File: src/rtl/pipe_hazard_ctrl_pkg.sv
// Shared CPU defines for the hazard controller: widths, FSM encoding, hazard helper.
package pipe_hazard_ctrl_pkg;

  localparam int REG_IDX_W = 4;
  localparam int CNT_W     = 16;
  localparam int WAIT_W    = 8;

  typedef logic [REG_IDX_W-1:0] reg_idx_t;

  typedef enum logic [1:0] {
    RUN      = 2'd0,
    MEM_WAIT = 2'd1,
    TIMEOUT  = 2'd2
  } hz_state_e;

  // Register 0 is hardwired, so a load targeting it can never create a dependency.
  function automatic logic load_use_hit(input logic     mem_read,
                                        input reg_idx_t rd,
                                        input logic     uses_rs1,
                                        input reg_idx_t rs1,
                                        input logic     uses_rs2,
                                        input reg_idx_t rs2);
    return mem_read && (rd != '0) &&
           ((uses_rs1 && (rs1 == rd)) || (uses_rs2 && (rs2 == rd)));
  endfunction

endpackage

File: src/rtl/pipe_hazard_ctrl_if.sv
// Pipeline-to-hazard-controller bundle: stage status in, stall/flush controls out.
interface pipe_hazard_ctrl_if;
  import pipe_hazard_ctrl_pkg::*;

  reg_idx_t          id_rs1;
  reg_idx_t          id_rs2;
  logic              id_uses_rs1;
  logic              id_uses_rs2;
  reg_idx_t          ex_rd;
  logic              ex_mem_read;
  logic              ex_branch_taken;
  logic              mem_req;
  logic              mem_ready;
  logic              stall_pc;
  logic              stall_if_id;
  logic              stall_ex;
  logic              stall_mem;
  logic              flush_if_id;
  logic              flush_ex;
  logic              mem_timeout;
  logic [CNT_W-1:0]  stall_count;
  logic [CNT_W-1:0]  flush_count;

  modport master (
    output id_rs1, id_rs2, id_uses_rs1, id_uses_rs2, ex_rd, ex_mem_read,
           ex_branch_taken, mem_req, mem_ready,
    input  stall_pc, stall_if_id, stall_ex, stall_mem, flush_if_id, flush_ex,
           mem_timeout, stall_count, flush_count
  );

  modport slave (
    input  id_rs1, id_rs2, id_uses_rs1, id_uses_rs2, ex_rd, ex_mem_read,
           ex_branch_taken, mem_req, mem_ready,
    output stall_pc, stall_if_id, stall_ex, stall_mem, flush_if_id, flush_ex,
           mem_timeout, stall_count, flush_count
  );

endinterface

File: src/rtl/pipe_hazard_ctrl_sat_counter16.sv
// 16-bit event counter that sticks at all-ones instead of wrapping.
module sat_counter16
  import pipe_hazard_ctrl_pkg::*;
(
  input  logic             clk,
  input  logic             rst,
  input  logic             inc,
  output logic [CNT_W-1:0] count
);

  // Count qualifying cycles, holding once the maximum is reached.
  always_ff @(posedge clk) begin
    if (rst) begin
      count <= '0;
    end else if (inc && (count != '1)) begin
      count <= count + CNT_W'(1);
    end
  end

endmodule

File: src/rtl/pipe_hazard_ctrl.sv
// Pipeline hazard controller: memory-wait stalls, branch flushes, load-use bubbles.
//
// state    | meaning
// RUN      | no memory wait in progress
// MEM_WAIT | data memory holding the pipe, wait counter running
// TIMEOUT  | wait exceeded TIMEOUT_CYCLES, still holding until memory answers
module pipe_hazard_ctrl
  import pipe_hazard_ctrl_pkg::*;
#(
  parameter logic [WAIT_W-1:0] TIMEOUT_CYCLES = 8'd255
) (
  input logic               clk,
  input logic               rst,
  pipe_hazard_ctrl_if.slave bus
);

  hz_state_e         state;
  logic [WAIT_W-1:0] wait_cnt;
  logic              timeout_q;
  logic              mem_hold;
  logic              load_use;
  logic              stall_pc, stall_if_id, stall_ex, stall_mem;
  logic              flush_if_id, flush_ex;

  assign mem_hold = bus.mem_req && !bus.mem_ready;
  assign load_use = load_use_hit(bus.ex_mem_read, bus.ex_rd,
                                 bus.id_uses_rs1, bus.id_rs1,
                                 bus.id_uses_rs2, bus.id_rs2);

  // Zero-latency controls; memory hold wins, then branch flush, then load-use.
  // A taken branch seen during a hold stays in EX and flushes once the hold drops.
  always_comb begin
    stall_pc    = 1'b0;
    stall_if_id = 1'b0;
    stall_ex    = 1'b0;
    stall_mem   = 1'b0;
    flush_if_id = 1'b0;
    flush_ex    = 1'b0;
    if (!rst) begin
      if (mem_hold) begin
        stall_pc    = 1'b1;
        stall_if_id = 1'b1;
        stall_ex    = 1'b1;
        stall_mem   = 1'b1;
      end else if (bus.ex_branch_taken) begin
        flush_if_id = 1'b1;
        flush_ex    = 1'b1;
      end else if (load_use) begin
        stall_pc    = 1'b1;
        stall_if_id = 1'b1;
        flush_ex    = 1'b1;
      end
    end
  end

  // Memory-wait FSM with wait counter and sticky timeout flag.
  always_ff @(posedge clk) begin
    if (rst) begin
      state     <= RUN;
      wait_cnt  <= '0;
      timeout_q <= 1'b0;
    end else begin
      case (state)
        RUN: begin
          if (mem_hold) begin
            state    <= MEM_WAIT;
            wait_cnt <= '0;
          end
        end
        MEM_WAIT: begin
          wait_cnt <= wait_cnt + WAIT_W'(1);
          if (!mem_hold) begin
            state <= RUN;
          end else if (wait_cnt == (TIMEOUT_CYCLES - WAIT_W'(1))) begin
            state     <= TIMEOUT;
            timeout_q <= 1'b1;
          end
        end
        TIMEOUT: begin
          if (!mem_hold) begin
            state <= RUN;
          end
        end
        default: state <= RUN;
      endcase
    end
  end

  sat_counter16 u_stall_cnt (
    .clk   (clk),
    .rst   (rst),
    .inc   (stall_pc),
    .count (bus.stall_count)
  );

  sat_counter16 u_flush_cnt (
    .clk   (clk),
    .rst   (rst),
    .inc   (flush_ex),
    .count (bus.flush_count)
  );

  assign bus.stall_pc    = stall_pc;
  assign bus.stall_if_id = stall_if_id;
  assign bus.stall_ex    = stall_ex;
  assign bus.stall_mem   = stall_mem;
  assign bus.flush_if_id = flush_if_id;
  assign bus.flush_ex    = flush_ex;
  assign bus.mem_timeout = timeout_q;

endmodule

File: src/flat_wrapper.sv
// flat-port wrapper written by rule: the top's interface ports become plain ports
module pipe_hazard_ctrl_flat import pipe_hazard_ctrl_pkg::*;
#(
  parameter logic [WAIT_W-1:0] TIMEOUT_CYCLES = 8'd255
)
  (clk, rst, bus_id_rs1, bus_id_rs2, bus_id_uses_rs1, bus_id_uses_rs2, bus_ex_rd, bus_ex_mem_read, bus_ex_branch_taken, bus_mem_req, bus_mem_ready, bus_stall_pc, bus_stall_if_id, bus_stall_ex, bus_stall_mem, bus_flush_if_id, bus_flush_ex, bus_mem_timeout, bus_stall_count, bus_flush_count);
  pipe_hazard_ctrl_if bus_i ();
  input logic clk;
  input logic rst;
  input wire logic [$bits(bus_i.id_rs1)-1:0] bus_id_rs1;
  input wire logic [$bits(bus_i.id_rs2)-1:0] bus_id_rs2;
  input wire logic [$bits(bus_i.id_uses_rs1)-1:0] bus_id_uses_rs1;
  input wire logic [$bits(bus_i.id_uses_rs2)-1:0] bus_id_uses_rs2;
  input wire logic [$bits(bus_i.ex_rd)-1:0] bus_ex_rd;
  input wire logic [$bits(bus_i.ex_mem_read)-1:0] bus_ex_mem_read;
  input wire logic [$bits(bus_i.ex_branch_taken)-1:0] bus_ex_branch_taken;
  input wire logic [$bits(bus_i.mem_req)-1:0] bus_mem_req;
  input wire logic [$bits(bus_i.mem_ready)-1:0] bus_mem_ready;
  output wire logic [$bits(bus_i.stall_pc)-1:0] bus_stall_pc;
  output wire logic [$bits(bus_i.stall_if_id)-1:0] bus_stall_if_id;
  output wire logic [$bits(bus_i.stall_ex)-1:0] bus_stall_ex;
  output wire logic [$bits(bus_i.stall_mem)-1:0] bus_stall_mem;
  output wire logic [$bits(bus_i.flush_if_id)-1:0] bus_flush_if_id;
  output wire logic [$bits(bus_i.flush_ex)-1:0] bus_flush_ex;
  output wire logic [$bits(bus_i.mem_timeout)-1:0] bus_mem_timeout;
  output wire logic [$bits(bus_i.stall_count)-1:0] bus_stall_count;
  output wire logic [$bits(bus_i.flush_count)-1:0] bus_flush_count;
  assign bus_i.id_rs1 = bus_id_rs1;
  assign bus_i.id_rs2 = bus_id_rs2;
  assign bus_i.id_uses_rs1 = bus_id_uses_rs1;
  assign bus_i.id_uses_rs2 = bus_id_uses_rs2;
  assign bus_i.ex_rd = bus_ex_rd;
  assign bus_i.ex_mem_read = bus_ex_mem_read;
  assign bus_i.ex_branch_taken = bus_ex_branch_taken;
  assign bus_i.mem_req = bus_mem_req;
  assign bus_i.mem_ready = bus_mem_ready;
  assign bus_stall_pc = bus_i.stall_pc;
  assign bus_stall_if_id = bus_i.stall_if_id;
  assign bus_stall_ex = bus_i.stall_ex;
  assign bus_stall_mem = bus_i.stall_mem;
  assign bus_flush_if_id = bus_i.flush_if_id;
  assign bus_flush_ex = bus_i.flush_ex;
  assign bus_mem_timeout = bus_i.mem_timeout;
  assign bus_stall_count = bus_i.stall_count;
  assign bus_flush_count = bus_i.flush_count;
  pipe_hazard_ctrl #(.TIMEOUT_CYCLES(TIMEOUT_CYCLES)) u_core (.clk(clk), .rst(rst), .bus(bus_i));
endmodule
File: config.mk
export PLATFORM = sky130hd
export DESIGN_NAME = pipe_hazard_ctrl_flat
export DESIGN_NICKNAME = d
export VERILOG_FILES = /design/src/rtl/pipe_hazard_ctrl_pkg.sv /design/src/rtl/pipe_hazard_ctrl_if.sv /design/src/rtl/pipe_hazard_ctrl_sat_counter16.sv /design/src/rtl/pipe_hazard_ctrl.sv /design/src/flat_wrapper.sv
export SDC_FILE = /design/constraint.sdc
export NUM_CORES = 1
export LEC_CHECK = 0
export CORE_MARGIN = 10
export CORE_UTILIZATION = 50
export CTS_BUF_LIST = sky130_fd_sc_hd__clkbuf_4 sky130_fd_sc_hd__clkbuf_8
export CTS_CLUSTER_DIAMETER = 200
export DETAILED_ROUTE_END_ITERATION = 8
export PLACE_DENSITY_LB_ADDON = 0.08
export SLEW_MARGIN = 20
export SYNTH_ARGS = -nofsm -noshare
export SYNTH_HDL_FRONTEND = slang
export SYNTH_SLANG_ARGS = --single-unit
File: constraint.sdc
create_clock -name clk -period 3.4 [get_ports clk]
set_clock_uncertainty 0.15 [all_clocks]
set_input_delay 0.68 -clock clk [delete_from_list [all_inputs] [get_ports clk]]
set_output_delay 0.68 -clock clk [all_outputs]
set_load 0.01 [all_outputs]
==> results.md <==
- Period Utilization, post-route: 97.0%
- Number of distinct library cells after synthesis: 51
- TritonCTS Buffers: 5
- Die width: 89.6 µm
- Post-layout nets: 376
- Crit Path Max Fanout: 2
- DR vias/cell: 5.66
- First DRT Iteration DRCs: 109
- Hold endpoint: u_core.bus.mem_timeout
- Number of flops mapped to enable cells by yosys: 0
- Die height: 89.6 µm
- Simple-gate portion of the synthesized area: 27.6%
- Post-route cell area: 3260 µm²
- Power per standard cell area: 317 nW/µm²
- Required time worst endpoint: 2.57 ns
- Worst Setup Slack, final: 0.101 ns
- Leakage: 1.18 nW
- Post-synthesis async set-or-reset flop share: 0%
- Clk slew on worst S/H paths: 0.09 ns
- Final Wtd Congestion: 0.848
- Hold WC Path Type: register to register
- Vias in the first global route: 2268
- Total grt overflow: 0
- Highest metal layer with signal wires: met4
- Synthesized Nets: 308
- Cell area after synthesis: 2420 µm²
- IO Pins: 59
- R2r startpoint: u_core.u_flush_cnt.count[1]
- H-tree Lvls: 2
- Endpoints failing hold: 0
- Most frequent cell after synthesis: dfxtp_1
- Initial antenna violation count: 0
- Share of layout cells above drive strength 1: 12.2%
- Worst Path Class, Setup: input port to primary output
- Rel. slew slack: 40.3%
- Rows: 25
- Synth top area cells: dfxtp_1, nand3_1, a21oi_1
- Dpl cell area: 3140 µm²
- Largest family of logic cells by synthesized area: simple AND/OR/NAND/NOR gates
- Mux contribution to synthesized area: 6.25%
- Max Slew Vio Count: 0
- Max Cap Violations: 0
- Synth Area in XOR/XNOR: 3.98%
- Worst Hold Launch: u_core.bus.mem_timeout
- CTS tree: done
- Post-detail-place hpwl: 4.70 mm
- Post-Synth Adder-Cell Area: 2.07%
- CTS Root Cell: clkbuf_8
- Synthesized instance count: 284
- Routed len/inst: 15.1 µm
- Synth warn: 0
- Number of remaining DRC errors: 0
- Highest Clock Rate: 303 MHz
- Worst r2r path cells: 6
- Drt total wl: 6.34 mm
- Maximum clock path buffer count: 2
- Largest area contributor in the netlist: dfxtp_1
- Status: finished clean
- CP Launch Point: bus_ex_rd[1]
- Worst-Skew Late Latency: 0.31 ns
- Drt pass-1 iters: 5
- R2r setup slk: 1.01 ns
- Initial core utilization: 51.3%
- DRT antenna net count: 0
- Via count: 2377
- Arr. time, crit path: 2.47 ns
- Crit Reg-Reg Endpoint: u_core.u_flush_cnt.count[7]
- Global-route wire length before repair: 10.3 mm
- Commonest cells post-synth: dfxtp_1, nand3_1, nor2_1
- Core area: 4720 µm²
- Seq/Total Area, Yosys: 35.5%
- WL met3: 561 µm
- Synthesized flop and latch total: 43
- GRT Util Overall: 16.1%
- Fin crit period: 3.30 ns
- Largest net degree at the start of global routing: 32
- Share of the synthesized area in the top cell type: 35.5%
- Placed cells: 412
- Layout area overhead: 34.7%
- Die area: 8030 µm²
- Postcts setup bufs: 0
- Hold depth: 2
- Post-Syn Area per Cell: 8.53 µm²
- Compound-Gate Fraction of Synth Area: 20.4%
- Layout fillers: 397
- DR WL met2: 2.92 mm
- Sink Count: 43
- Startpoint Class: input port
- Fin cells: 420
- Endpoints failing setup: 0
- Main flop type after synthesis: dfxtp_1
- Antenna diode count: 0
- M1 WL: 2.79 mm
- Placement Setup Slack: -0.199 ns
- Buffers added on ports: 58
- Worst slew pin tran: 0.891 ns
- Worst VDD drop: 0.227 mV
- CP Capture Type: primary output
## layer usage
| layer | track usage, % | vias to the layer above |
|---|---|---|
| li1 | - | 1186 |
| met1 | 19.6 | 1113 |
| met3 | 7.58 | 9 |
| met5 | 0 | - |
| met4 | 3.18 | 0 |
| met2 | 25.4 | 69 |
## stage by stage
| step | TNS (ns) | utilization, % | total power [W] | hold slack (ns) |
|---|---|---|---|---|
| 3_3_place_gp | -0.399 | 66.5 | 0.000630 | 0.305 |
| 5_1_grt | -0.00943 | 69.1 | 0.00107 | 0.381 |
| 2_1_floorplan | 0 | - | 0.000576 | 0.308 |
| 6_report | 0 | 69.1 | 0.00103 | 0.330 |
| 3_5_place_dp | -0.592 | 66.5 | 0.000633 | 0.312 |
| 4_1_cts | 0 | 68.8 | 0.00104 | 0.337 |
## registers in the layout, summed over array words and instances (netlist names)
name	flops
u_core.bus.mem_timeout	1
u_core.state	2
u_core.wait_cnt	8
u_core.u_stall_cnt.count	16
u_core.u_flush_cnt.count	16
## worst max-delay path, stage by stage
cell	delay [ns]
clkdlybuf4s50_1	0.42
o41a_1	0.46
nand3_2	0.12
nor4_4	0.05
buf_4	0.16
o31ai_4	0.23
inv_1	0.08
clkdlybuf4s15_1	0.26
## how the worst max path moves through the flow
stage	to	slack (ns)
finish	bus_flush_ex	0.10
global placement	bus_stall_if_id	-0.14
detailed placement	bus_stall_pc	-0.20
global route	bus_flush_ex	-0.009
floorplan	bus_stall_pc	0.45
CTS	bus_flush_ex	0.002
## cells by family after synthesis
family,after synthesis
buffers and inverters,21
AND/OR/NAND/NOR,122
adder cells (fa/ha/maj),4
multiplexers,14
flip-flops,43
XOR/XNOR,11
AO/OA/AOI/OAI,69
## where the power goes
| part | internal (W) | total (W) | switching [W] |
|---|---|---|---|
| sequential | 0.000506 | 0.000511 | 0.00000454 |
| clock | 0.000219 | 0.000412 | 0.000193 |
| combinational | 0.0000530 | 0.000110 | 0.0000572 |
| total | 0.000778 | 0.00103 | 0.000255 |
## layout make-up
class | instances | area (µm²) | area share [%]
multi-input cells | 220 | 1470 | 45.0
flip-flops and latches | 43 | 861 | 26.4
repair buffers | 76 | 713 | 21.9
well taps | 67 | 83.8 | 2.57
clock buffers | 5 | 68.8 | 2.11
clock inverters | 3 | 43.8 | 1.34
inverters | 6 | 22.5 | 0.690
## layout by cell type, fill, tap and decap left out, types with 4 or more instances in the layout
master           instances
and3_1                  10
buf_4                   18
inv_1                    6
a21oi_1                 21
nand3_1                 25
dfxtp_1                 43
o21ai_0                 10
ha_1                     4
nor2b_1                 10
mux2_2                   8
clkbuf_8                 5
nor2_1                  23
mux2i_1                  5
xor2_1                   9
nand4_1                  5
a211oi_1                 4
o311ai_0                 4
or4_1                    5
or3_1                    8
clkdlybuf4s50_1         55
nand2_1                 20
o211ai_1                 5
## repair_timing
item,4_1_cts,5_1_grt
resized for setup,3,3
setup endpoints to repair,3,3
hold buffers,0,0
No activity file was read; power rests on OpenSTA's default activity.
